[src/rtl/fwd_scoreboard_if.sv]
// Issue-side bundle for the forwarding scoreboard: the instruction in ID
// and the stall answer returned to it.
interface fwd_scoreboard_if #(
    parameter int AW  = 4,
    parameter int NRD = 2
);
    logic              iss_vld;
    logic              iss_wr_en;
    logic [AW-1:0]     iss_wr_reg;
    logic              iss_load;
    logic [NRD-1:0]    iss_rd_en;
    logic [NRD*AW-1:0] iss_rd_reg;
    logic              stall;

    modport master (
        output iss_vld, iss_wr_en, iss_wr_reg, iss_load,
        output iss_rd_en, iss_rd_reg,
        input  stall
    );

    modport slave (
        input  iss_vld, iss_wr_en, iss_wr_reg, iss_load,
        input  iss_rd_en, iss_rd_reg,
        output stall
    );
endinterface

[src/rtl/fwd_scoreboard.sv]
// Tracks in-flight destination writes past ID, raises load-use stalls and
// registers per-source forwarding selects for the instruction entering EX.
module fwd_scoreboard #(
    parameter int AW       = 4,
    parameter int NRD      = 2,
    parameter int DEPTH    = 3,
    parameter int ZERO_REG = 1
) (
    input  logic                                clk,
    input  logic                                rst_n,
    input  logic                                hold,
    input  logic [DEPTH-1:0]                    flush,
    fwd_scoreboard_if.slave                     iss,
    output logic [NRD*$clog2(DEPTH+1)-1:0]      fwd_sel,
    output logic [15:0]                         stall_cnt
);
    localparam int SW = $clog2(DEPTH + 1);

    logic [DEPTH-1:0] v_q, v_d;
    logic [DEPTH-1:0] wr_q, wr_d;
    logic [DEPTH-1:0] ld_q, ld_d;
    logic [AW-1:0]    reg_q [DEPTH];
    logic [AW-1:0]    reg_d [DEPTH];
    logic [NRD*SW-1:0] sel_q, sel_d;
    logic [15:0]      stall_cnt_q, stall_cnt_d;

    logic [DEPTH-1:0][NRD-1:0] hit;
    logic load_use;
    logic stall;
    logic accept;

    // hit[k][p]: entry k produces the register read by enabled port p
    always_comb begin
        hit = '0;
        for (int k = 0; k < DEPTH; k++) begin
            for (int p = 0; p < NRD; p++) begin
                hit[k][p] = v_q[k] & wr_q[k] & iss.iss_rd_en[p]
                    & (reg_q[k] == iss.iss_rd_reg[p*AW +: AW])
                    & ~((ZERO_REG != 0)
                        && (iss.iss_rd_reg[p*AW +: AW] == '0));
            end
        end
    end

    assign load_use = ld_q[0] & (|hit[0]);
    assign stall    = rst_n & ~hold & iss.iss_vld & ~(|flush) & load_use;
    assign accept   = rst_n & ~hold & iss.iss_vld & ~stall & ~(|flush);
    assign iss.stall = stall;

    always_comb begin
        v_d         = v_q;
        wr_d        = wr_q;
        ld_d        = ld_q;
        reg_d       = reg_q;
        sel_d       = sel_q;
        stall_cnt_d = stall_cnt_q;
        if (!hold) begin
            for (int k = DEPTH - 1; k >= 1; k--) begin
                v_d[k]   = v_q[k-1] & ~flush[k-1];
                wr_d[k]  = wr_q[k-1];
                ld_d[k]  = ld_q[k-1];
                reg_d[k] = reg_q[k-1];
            end
            v_d[0]   = accept;
            wr_d[0]  = iss.iss_wr_en;
            ld_d[0]  = iss.iss_load;
            reg_d[0] = iss.iss_wr_reg;
            sel_d    = '0;
            // Oldest first so the youngest producer overwrites; the last
            // entry is skipped because the register file writes through.
            if (accept) begin
                for (int p = 0; p < NRD; p++) begin
                    for (int k = DEPTH - 2; k >= 0; k--) begin
                        if (hit[k][p] && !flush[k]) begin
                            sel_d[p*SW +: SW] = SW'(k + 1);
                        end
                    end
                end
            end
            if (stall && (stall_cnt_q != 16'hFFFF)) begin
                stall_cnt_d = stall_cnt_q + 16'd1;
            end
        end
    end

    always_ff @(posedge clk) begin
        if (!rst_n) begin
            v_q         <= '0;
            wr_q        <= '0;
            ld_q        <= '0;
            reg_q       <= '{default: '0};
            sel_q       <= '0;
            stall_cnt_q <= '0;
        end else begin
            v_q         <= v_d;
            wr_q        <= wr_d;
            ld_q        <= ld_d;
            reg_q       <= reg_d;
            sel_q       <= sel_d;
            stall_cnt_q <= stall_cnt_d;
        end
    end

    assign fwd_sel   = sel_q;
    assign stall_cnt = stall_cnt_q;
endmodule

[src/flat_wrapper.sv]
// flat-port wrapper written by rule: the top's interface ports become plain ports
module fwd_scoreboard_flat 
#(
    parameter int AW       = 4,
    parameter int NRD      = 2,
    parameter int DEPTH    = 3,
    parameter int ZERO_REG = 1
)
  (clk, rst_n, hold, flush, fwd_sel, stall_cnt, iss_iss_vld, iss_iss_wr_en, iss_iss_wr_reg, iss_iss_load, iss_iss_rd_en, iss_iss_rd_reg, iss_stall);
  fwd_scoreboard_if #(.AW(AW), .NRD(NRD)) iss_i ();
  input  logic clk;
  input  logic rst_n;
  input  logic hold;
  input  logic [DEPTH-1:0] flush;
  output logic [NRD*$clog2(DEPTH+1)-1:0] fwd_sel;
  output logic [15:0] stall_cnt;
  input wire logic [$bits(iss_i.iss_vld)-1:0] iss_iss_vld;
  input wire logic [$bits(iss_i.iss_wr_en)-1:0] iss_iss_wr_en;
  input wire logic [$bits(iss_i.iss_wr_reg)-1:0] iss_iss_wr_reg;
  input wire logic [$bits(iss_i.iss_load)-1:0] iss_iss_load;
  input wire logic [$bits(iss_i.iss_rd_en)-1:0] iss_iss_rd_en;
  input wire logic [$bits(iss_i.iss_rd_reg)-1:0] iss_iss_rd_reg;
  output wire logic [$bits(iss_i.stall)-1:0] iss_stall;
  assign iss_i.iss_vld = iss_iss_vld;
  assign iss_i.iss_wr_en = iss_iss_wr_en;
  assign iss_i.iss_wr_reg = iss_iss_wr_reg;
  assign iss_i.iss_load = iss_iss_load;
  assign iss_i.iss_rd_en = iss_iss_rd_en;
  assign iss_i.iss_rd_reg = iss_iss_rd_reg;
  assign iss_stall = iss_i.stall;
  fwd_scoreboard #(.AW(AW), .NRD(NRD), .DEPTH(DEPTH), .ZERO_REG(ZERO_REG)) u_core (.clk(clk), .rst_n(rst_n), .hold(hold), .flush(flush), .iss(iss_i), .fwd_sel(fwd_sel), .stall_cnt(stall_cnt));
endmodule
[config.mk]
export PLATFORM = sky130hd
export DESIGN_NAME = fwd_scoreboard_flat
export DESIGN_NICKNAME = d
export VERILOG_FILES = /design/src/rtl/fwd_scoreboard_if.sv /design/src/rtl/fwd_scoreboard.sv /design/src/flat_wrapper.sv
export SDC_FILE = /design/constraint.sdc
export NUM_CORES = 1
export LEC_CHECK = 0
export CAP_MARGIN = 20
export CORE_MARGIN = 2
export CORE_UTILIZATION = 42
export CTS_BUF_LIST = sky130_fd_sc_hd__clkbuf_4 sky130_fd_sc_hd__clkbuf_8
export DETAILED_ROUTE_END_ITERATION = 10
export MAX_ROUTING_LAYER = met4
export PLACE_DENSITY = 0.69
export SLEW_MARGIN = 40
export SYNTH_ARGS = -nofsm -noshare
export SYNTH_HDL_FRONTEND = slang
export SYNTH_SLANG_ARGS = --single-unit
[constraint.sdc]
create_clock -name clk -period 6.1 [get_ports clk]
set_input_delay 1.83 -clock clk [delete_from_list [all_inputs] [get_ports clk]]
set_output_delay 1.83 -clock clk [all_outputs]
set_load 0.02 [all_outputs]
==> key figures <==
Run status
  – Status: completed

Timing
  – Max-slew violation count: 0
  – RSZ-0062 raised after global routing: no
  – Minimum clock period: 5.544 ns
  – Worst Tran Pin Value: around 0.74 ns
  – Final Cycle Share: 0.9089
  – Fmax achieved: about 0.18 GHz
  – Sum of negative setup slack: 0 ns
  – Max_slew headroom: 0.5022
  – Final Hold Fails: 0
  – Setup-failing EPs final: 0
  – Final Worst Setup Slack: 0.5560 ns
  – Hold Worst Slack: approximately 0.48 ns
  – Worst Skew: between 0.009 and 0.01 ns

Detailed routing
  – Drt initial violations: ~150
  – Post-route DRC: 0
  – ANT nets after route: 0
  – Vias per cell: 5.738
  – Total wire length: 4095 µm
  – Wire length per cell: about 14 µm
  – Pre-Repair DR Iteration Count: 4
  – Via Count: ~1700

Worst setup path
  – Slowest CP cell: o41ai_1
  – Most used cell along the critical path: clkdlybuf4s50_1
  – Kind of critical path: in2out
  – Crit path capture type: primary output
  – CP max stage delay: 0.57 ns
  – Worst EP arrival: ~3.7 ns
  – Worst path cell trace: clkdlybuf4s50_1 -> o41ai_1 -> o22a_1 -> nor2_1 -> clkdlybuf4s50_1
  – Crit path launch: iss_iss_rd_reg[1]
  – CP Max Fanout: 4
  – R2R Path Start: u_core.stall_cnt[0]$_SDFFE_PN0P_
  – Kind of launch point of the worst setup path: input port
  – Worst EP required: roughly 4.3 ns
  – R2R cell count: 6

Floorplan
  – Row count: 23
  – Initial Utilization: 0.4394
  – Die Wd: 68.93 µm
  – Die area: approximately 4800 µm²
  – CORE AREA: approximately 4000 µm²
  – Die Y: about 69 µm
  – I/O pins: 44

Global route
  – GRT Total Usage: 0.1994
  – Initial antenna violation count: 0
  – GRT Residual Overflow: 0
  – Vias in the first global route: approximately 1500
  – First-pass GRT wire length: ~6800 µm
  – Largest net degree at the start of global routing: 30

CTS
  – CTS tree: built
  – Worst skew pair latency: 0.29 ns
  – Post-CTS setup buffer count: 0
  – Reg clk slew, reported paths: about 0.070 ns
  – Num CTS Buffers: 5
  – Cts repair resizes: 0
  – CTS sink cnt: 33
  – Clock buffer depth: 2
  – Root Buffer: clkbuf_8
  – Hold Buf Count CTS: 0
  – H-tree levels: 2

Placed design
  – Placed insts: 291
  – Gp weighted congestion: around 0.86
  – I/O Buffers: 43
  – DP Worst Slack: 0.5341 ns
  – DP Wirelength: a little under 3000 µm
  – Placed cell area: ~2200 µm²

Layout
  – Design area: about 2300 µm²
  – Final core utilization: 0.5786
  – Non-Filler Instances: approximately 300
  – P&R area growth vs syn: 31.66%
  – Layout cells sized above 1: 0.05645
  – N_diodes: 0
  – Fillers: between 300 and 400
  – Fin nets: about 270

Synthesis
  – Post-Synthesis Net Count: 229
  – Top cell type's share of synthesized area: 0.3731
  – Register area share after synthesis: 0.3731
  – Cell count after synthesis: between 200 and 250
  – Yosys top cell by area: dfxtp_1
  – Synth area leaders: dfxtp_1 (37%), mux2i_1 (6.8%), xnor2_1 (6.4%)
  – Yosys warning count: 0
  – Yosys cell types: 39
  – Syn_area_per_cell: roughly 8.6 µm²
  – Synthesized cell area: 1770 µm²
  – Synth Register Bits: 33

Worst hold path
  – Hold_sp: u_core.fwd_sel[0]$_SDFFE_PN0N_
  – Hold path cells: 2
  – Worst min-delay path class: reg2reg

Power
  – P per Cell Area: a little over 200 nW/µm²
  – Leakage power: approximately 0.76 nW
  – Final Total Pwr: around 470 µW
  – Max VDD drop: about 110 µV

Run
  – Max-cap viol count: 0
[cells by family (layout without fill, tap and decap cells)]
| family | Yosys count | in the layout | synth area share |
|---|---|---|---|
| buffers and inverters | 12 | 55 | 0.03957 |
| and+or+nand+nor | 90 | 90 | 0.2919 |
| adders and majority gates | 1 | 1 | 0.007066 |
| xor gates and xnor gates | 13 | 13 | 0.06431 |
| AOI/OAI and AO/OA | 44 | 44 | 0.1562 |
| muxes | 12 | 12 | 0.06785 |
| DFF | 33 | 33 | 0.3731 |
[state kept, by name, indices dropped and copies added (netlist names)]
name,cells
u_core.ld_q,1
u_core.reg_q,8
u_core.wr_q,2
u_core.fwd_sel,4
u_core.v_q,2
u_core.stall_cnt,16
[routing by layer]
layer / wire, µm / up-vias / GRT usage / part of all wire
met3: 212 / 7 / 0.04058 / 0.052
met5: 0 / - / - / 0
met1: 1861 / 786 / 0.2460 / 0.45
met4: 59 / 0 / 0.08578 / 0.014
li1: - / 865 / - / -
met2: 1963 / 52 / 0.3161 / 0.48
[where the power goes]
part | internal (mW) | switching [mW] | leakage, nW | total (mW)
sequential | 0.219 | 0.00412 | 0.267 | 0.223
clock | 0.119 | 0.0808 | 0.0540 | 0.199
combinational | 0.0263 | 0.0221 | 0.437 | 0.0483
[critical path: cells and delay by family]
| family | cells | cell delay, ns |
|---|---|---|
| simple gates | 1 | 0.05 |
| compound gates | 2 | 0.80 |
| buf+inv | 2 | 1.03 |
[final timing paths]
kind	slack (ns)	end
max	0.56	iss_stall
min reg2reg	0.48	u_core.fwd_sel[0]$_SDFFE_PN0N_
max reg2reg	4.03	u_core.stall_cnt[4]$_SDFFE_PN0P_
min	0.48	u_core.fwd_sel[0]$_SDFFE_PN0N_
[cells in the mapped netlist]
| library cell | count |
|---|---|
| dfxtp_1 | 33 |
| a21oi_1 | 17 |
| nand3_1 | 17 |
| nor2_1 | 17 |
| xnor2_1 | 13 |
| mux2i_1 | 12 |
| nand4_1 | 11 |
| o31ai_1 | 11 |
| or4_1 | 11 |
| nand2_1 | 8 |
| o21ai_0 | 8 |
| clkbuf_1 | 5 |
| and3_1 | 4 |
| nor3_1 | 4 |
| and4_1 | 3 |
| buf_6 | 3 |
| or3_1 | 3 |
| a2111o_1 | 2 |
| and2_1 | 2 |
| buf_2 | 2 |
| a21o_1 | 1 |
| and2_0 | 1 |
| and3_2 | 1 |
| and3b_1 | 1 |
| buf_1 | 1 |
| clkinv_1 | 1 |
| ha_1 | 1 |
| nand2_2 | 1 |
| nand2b_1 | 1 |
| nand3b_1 | 1 |
| nor3b_1 | 1 |
| nor4_1 | 1 |
| nor4_4 | 1 |
| o211ai_1 | 1 |
| o21a_1 | 1 |
| o22a_1 | 1 |
| o22ai_1 | 1 |
| o41ai_1 | 1 |
| or2_0 | 1 |
[area by class of cell]
type | count | area [µm²] | share of cell area
Clock buffer | 5 | 68.82 | 0.02952
Inverter | 1 | 3.754 | 0.001610
Sequential cell | 33 | 660.6 | 0.2834
Timing Repair Buffer | 47 | 460.4 | 0.1975
Tap cell | 50 | 62.56 | 0.02684
Clock inverter | 2 | 35.03 | 0.01503
Multi-Input combinational cell | 160 | 1040 | 0.4461
[layout by cell type (no fill, tap or decap), types with 2 or more instances in the layout]
cell              n
and2_1            2
xnor2_1          13
mux2i_1          12
o21ai_0           8
and4_1            3
dfxtp_1          33
clkbuf_8          5
or4_1            11
nand3_1          17
buf_4             4
o31ai_1          11
a21oi_1          17
nor2_1           17
or3_1             3
nand4_1          11
and3_1            4
a2111o_1          2
nor3_1            4
clkdlybuf4s50_1  43
nand2_1           8
Power figures use the tool's default switching activity.
